--- src/rtl/dmem_responder.sv ---
// dmem_responder: data-memory responder for the MIPS MEM-stage port.
// Word loads/stores and byte stores against a local RAM, plus a small MMIO
// window holding a byte-wide debug FIFO, a free-running cycle counter and a
// saturating drop counter. Loads are combinational; all state commits at the
// rising edge, so the core never stalls.
module dmem_responder #(
  parameter int DEPTH_WORDS = 64,
  parameter int FIFO_DEPTH  = 4
) (
  input  logic        clk,
  input  logic        reset,
  input  logic        memwrite,
  input  logic [31:0] addr,
  input  logic [31:0] writedata,
  input  logic        sb,
  output logic [31:0] readdata,
  output logic        dbg_valid,
  output logic [7:0]  dbg_data,
  input  logic        dbg_ready
);

  localparam int AW = $clog2(DEPTH_WORDS);
  localparam int FW = $clog2(FIFO_DEPTH);

  localparam logic [FW:0]   FULL_CNT = FIFO_DEPTH[FW:0];
  localparam logic [FW:0]   CNT_ONE  = 1;
  localparam logic [FW-1:0] PTR_ONE  = 1;

  localparam logic [7:0] OFS_FIFO  = 8'h00;
  localparam logic [7:0] OFS_CYCLE = 8'h04;
  localparam logic [7:0] OFS_DROP  = 8'h08;

  // ---------------------------------------------------------------------------
  // Address decode
  // ---------------------------------------------------------------------------
  logic          is_mmio;
  logic [7:0]    mmio_ofs;
  logic [AW-1:0] word_idx;

  assign is_mmio  = (addr[31:8] == 24'hFFFFFF);
  assign mmio_ofs = addr[7:0];
  assign word_idx = addr[AW+1:2];

  // ---------------------------------------------------------------------------
  // RAM (contents deliberately not reset)
  // ---------------------------------------------------------------------------
  logic [31:0] ram_q [DEPTH_WORDS];
  logic [31:0] ram_wdata_d;
  logic [3:0]  byte_en;
  logic        ram_we;

  assign ram_we  = memwrite & ~is_mmio;
  assign byte_en = sb ? (4'b0001 << addr[1:0]) : 4'b1111;

  // Merge the store into the currently addressed word; unselected lanes keep old data.
  always_comb begin
    ram_wdata_d = ram_q[word_idx];
    for (int i = 0; i < 4; i++) begin
      if (byte_en[i]) begin
        ram_wdata_d[8*i +: 8] = sb ? writedata[7:0] : writedata[8*i +: 8];
      end
    end
  end

  // Commit the merged word at the edge.
  always_ff @(posedge clk) begin
    if (ram_we) begin
      ram_q[word_idx] <= ram_wdata_d;
    end
  end

  // ---------------------------------------------------------------------------
  // Debug FIFO
  // ---------------------------------------------------------------------------
  logic [7:0]    fifo_mem [FIFO_DEPTH];
  logic [FW-1:0] rd_ptr_q, rd_ptr_d;
  logic [FW-1:0] wr_ptr_q, wr_ptr_d;
  logic [FW:0]   count_q,  count_d;
  logic          fifo_full, fifo_empty;
  logic          push_req, push_ok, pop, drop;

  assign fifo_full  = (count_q == FULL_CNT);
  assign fifo_empty = (count_q == '0);
  assign dbg_valid  = ~fifo_empty;
  assign dbg_data   = fifo_mem[rd_ptr_q];

  assign push_req = memwrite & is_mmio & (mmio_ofs == OFS_FIFO);
  assign pop      = dbg_valid & dbg_ready;
  // When full, a same-cycle pop frees the head slot, so the push still lands.
  assign push_ok  = push_req & (~fifo_full | pop);
  assign drop     = push_req & fifo_full & ~pop;

  // Next pointers and occupancy from push/pop; pointers wrap by width.
  always_comb begin
    rd_ptr_d = rd_ptr_q;
    wr_ptr_d = wr_ptr_q;
    count_d  = count_q;
    if (pop) begin
      rd_ptr_d = rd_ptr_q + PTR_ONE;
    end
    if (push_ok) begin
      wr_ptr_d = wr_ptr_q + PTR_ONE;
    end
    case ({push_ok, pop})
      2'b10:   count_d = count_q + CNT_ONE;
      2'b01:   count_d = count_q - CNT_ONE;
      default: count_d = count_q;
    endcase
  end

  // FIFO control state; cleared asynchronously so dbg_valid drops at once.
  always_ff @(posedge clk or posedge reset) begin
    if (reset) begin
      rd_ptr_q <= '0;
      wr_ptr_q <= '0;
      count_q  <= '0;
    end else begin
      rd_ptr_q <= rd_ptr_d;
      wr_ptr_q <= wr_ptr_d;
      count_q  <= count_d;
    end
  end

  // FIFO storage is not reset; the head is only meaningful while dbg_valid.
  always_ff @(posedge clk) begin
    if (push_ok) begin
      fifo_mem[wr_ptr_q] <= writedata[7:0];
    end
  end

  // ---------------------------------------------------------------------------
  // Counters
  // ---------------------------------------------------------------------------
  logic [31:0] cycle_q, cycle_d;
  logic [15:0] dropcnt_q, dropcnt_d;

  // Free-running cycle count and saturating drop count; any write to 0x08 clears drops.
  always_comb begin
    cycle_d   = cycle_q + 32'd1;
    dropcnt_d = dropcnt_q;
    if (memwrite && is_mmio && (mmio_ofs == OFS_DROP)) begin
      dropcnt_d = 16'd0;
    end else if (drop && (dropcnt_q != 16'hFFFF)) begin
      dropcnt_d = dropcnt_q + 16'd1;
    end
  end

  // Counter registers.
  always_ff @(posedge clk or posedge reset) begin
    if (reset) begin
      cycle_q   <= '0;
      dropcnt_q <= '0;
    end else begin
      cycle_q   <= cycle_d;
      dropcnt_q <= dropcnt_d;
    end
  end

  // ---------------------------------------------------------------------------
  // Load path: zero latency, pre-edge state
  // ---------------------------------------------------------------------------
  // Select RAM word or MMIO register for the current address.
  always_comb begin
    readdata = '0;
    if (is_mmio) begin
      case (mmio_ofs)
        OFS_FIFO:  readdata = {30'b0, fifo_full, fifo_empty};
        OFS_CYCLE: readdata = cycle_q;
        OFS_DROP:  readdata = {16'b0, dropcnt_q};
        default:   readdata = '0;
      endcase
    end else begin
      readdata = ram_q[word_idx];
    end
  end

endmodule

--- config.mk ---
export PLATFORM = sky130hd
export DESIGN_NAME = dmem_responder
export DESIGN_NICKNAME = d
export VERILOG_FILES = /design/src/rtl/dmem_responder.sv
export SDC_FILE = /design/constraint.sdc
export NUM_CORES = 2
export LEC_CHECK = 0
export CORE_MARGIN = 3
export CORE_UTILIZATION = 32
export CTS_CLUSTER_DIAMETER = 30
export DETAILED_ROUTE_END_ITERATION = 16
export DONT_BUFFER_PORTS = 1
export SLEW_MARGIN = 20
export SYNTH_ARGS = -nofsm -noshare
export SYNTH_HDL_FRONTEND = slang
export SYNTH_SLANG_ARGS = --single-unit
--- constraint.sdc ---
create_clock -name clk -period 9.79 [get_ports clk]
set_input_delay 0.979 -clock clk [delete_from_list [all_inputs] [get_ports clk]]
set_output_delay 0.979 -clock clk [all_outputs]
set_load 0.01 [all_outputs]
==> impl_metrics.ini <==
[run_status]
status = complete, but fails checks
violations = slew limit

[synthesis]
synthCells = 4000
ys_warn_count = 0
synth.distinct_cells = 69
ys_ff_latch = 2135
synth_ff_type = edfxtp_1
syn_area_per_cell_um2 = 20.74
synth-async-reset-ratio_pct = 2.576
synth_nets = 4076
syn_area_um2 = 82950
synth_edf_count = 2080
seq_area_frac_synth_pct = 76.96

[sta]
max-slew-margin-rel_pct = -35.92
fmax_ghz = 0.1425
tightest_slew_ps = 2039
min_period_ps = 7018
fin_skew_ps = 108.2
rsz0062_at_grt = no
tns_ps = 0
slew_viol_final = 118
setup_viol = 0
period_share_pct = 71.68
finalHoldViolations = 0

[worst_setup_path]
cp.arrival_ps = 6040
crit_chain = clkinv_1 > nand4_1 > o22ai_1 > nor4_1 > nand3_1 > o21ai_0
r2r_cells = 8
startpoint = addr[4]
worst-path-buf-inv = 1
path_class = in2out
rrSetupSlack_ps = 6500
cp.required_ps = 8810
reg2reg_to = ram_q[41][20]
critical-path-top-delay-family = simple AND/OR/NAND/NOR gates
max_stage_delay_ps = 1200
worstSetupStartpointType = primary input
end_kind = primary output
cp.depth = 6
critPathMaxFanout = 367
slowest_stage = clkinv_1
critical_path.endpoint = readdata[13]
r2r_start = ram_q[36][20]

[power_and_ir_drop]
power_mw = 25.39
p_int_mw = 19.87
switching_share_pct = 21.73
leakage_nw = 32.67
netSwitchingPower_mw = 5.519
power_frac_seq_pct = 40.7
p_comb_share_pct = 4.6
clock_power_share_pct = 54.7
ir_drop_uv = 223.1
power_density_nw_per_um2 = 249.4

[job]
cap_viol_max_count = 0

[clocking]
cts_tree = built
clock_latency_ps = 980
post_cts_buffers = 0
cts_buffers = 398
htreeDepth = 5
cts.repair.resized = 0
path_clk_slew_ps = 50
clk_path_buf_depth = 4
cts.sinks = 2135
cts-root-buf = clkbuf_16
holdBufCountCts = 0

[hold_path]
holdCritPathClass = in2reg
hold_start = writedata[0]

[route]
vias = 45940
vias_per_cell = 5.703
drc_errors = 0
drt-wirelength-per-cell_um = 33.50
wl_um = 269800
drt-initial-drc-count = 6397
detail-route-antenna-nets = 0
dr.pass1.iters = 7

[floorplan]
rows = 186
design.core.area_um2 = 257400
die_area_um2 = 265400
ios = 110
initial_core_util_pct = 32.23
die_h_um = 515.1
fp.dieW_um = 515.1

[grt]
grt_use_total_pct = 19.98
antenna_found_initial = 11
overflow = 0
grt_start_max_net_pins = 615
grt_pass1_wl_um = 369700
grt_pass1_vias = 45150

[cells_and_area]
syn_to_final_growth_pct = 22.75
final_nets = 4416
drive_gt1_share_pct = 29.50

[place]
dpl.hpwl_um = 150800
numPortBuffers = 0
gp_congestion = 0.8954
power groups by stage:
stage	sequential, mW	clock (mW)	combinational [mW]
5_1_grt	10.3	14.5	1.23
3_5_place_dp	10.5	0	1.08
2_1_floorplan	10.5	0	0.720
4_1_cts	10.3	14.0	1.08
3_3_place_gp	10.5	0	1.05
6_report	10.3	13.9	1.18
metal layers:
metal  GRT usage (%)  routed length (um)  share of wire, %  up-vias
met2           30.67              123600                46     3001
met4           9.712               14170               5.2        2
li1                -                   -                 -    17680
met1           25.89              101100                37    24620
met5               0                   9            0.0033        -
met3           5.974               31000                11      637
kinds of logic (layout without fill, tap and decap cells):
logic type | after synthesis | in the layout | share of synthesized area (%)
AO/OA/AOI/OAI | 417 | 417 | 3.403
flip-flops | 2135 | 2135 | 76.96
AND/OR/NAND/NOR | 548 | 548 | 3.410
buffers and inverters | 232 | 896 | 1.683
adder cells (fa/ha/maj) | 7 | 7 | 0.1146
other | 0 | 8 | 0
multiplexers | 617 | 617 | 13.97
XOR/XNOR | 44 | 44 | 0.4646
layout by cell type, fill, tap and decap left out, types with 46 or more instances in the layout:
cell,instances
nand4_1,60
bufinv_16,61
a22oi_1,197
clkinvlp_4,53
mux2i_1,174
nand3_1,78
clkinv_1,51
a21oi_1,55
buf_4,150
nor2_1,48
clkinv_2,46
dfrtp_1,55
nor2_4,61
edfxtp_1,2080
mux4_2,430
o22ai_1,58
nand2_1,129
clkbuf_16,406
cells in the mapped netlist, drive strengths merged (13+ instances only):
cell    number  area share [%]
edfxtp    2080              75
mux4       431              12
a22oi      197             1.8
mux2i      174             2.1
buf        151             1.3
nand2      129            0.58
nor2       113            0.53
nand3       79            0.49
clkbuf      65            0.29
a21oi       64            0.39
nand4       60            0.45
o22ai       58            0.44
dfrtp       55             1.7
o21ai       49            0.30
nor3        36            0.23
xnor2       28            0.30
nor4        25            0.20
or3         23            0.18
and2        19            0.14
xor2        16            0.17
inv         14           0.063
and3        13           0.098
per-stage QoR:
stage	cells	instance area, um2	hold WS [ps]	setup slack [ps]	utilization [%]
floorplan	4000	82950	445.7	4156	-
global placement	7318	87960	462.2	4225	34.18
detailed placement	7319	88010	474.5	4352	34.19
CTS	8043	101700	40.43	4318	39.50
global route	8051	101800	62.02	2863	39.56
finish	8056	101800	103.6	2772	39.56
registers in the layout (all words and copies together), names as in the netlist:
register and flops:
ram_q 2048, cycle_q 32, fifo_mem 32, dropcnt_q 16, count_q 3, rd_ptr_q 2
wr_ptr_q 2
how the worst min path moves through the flow:
stage	end	slack, ps	depth (start not counted)
detailed placement	cycle_q[31]	470	1
finish	fifo_mem[3][0]	100	0
global route	fifo_mem[2][0]	60	0
floorplan	cycle_q[31]	450	1
global placement	cycle_q[31]	460	1
CTS	fifo_mem[2][0]	40	0
final cells by class:
type                    count  area (um2)
diodes                      8       20.02
clock buffers             443       10350
clock inverters           281        3303
fillers                 22620      155600
inverters                  16       60.06
multi-input cells        1633       18730
flip-flops and latches   2135       63840
well taps                3384        4234
repair buffers            156        1291
(Power assumes the default switching activity.)
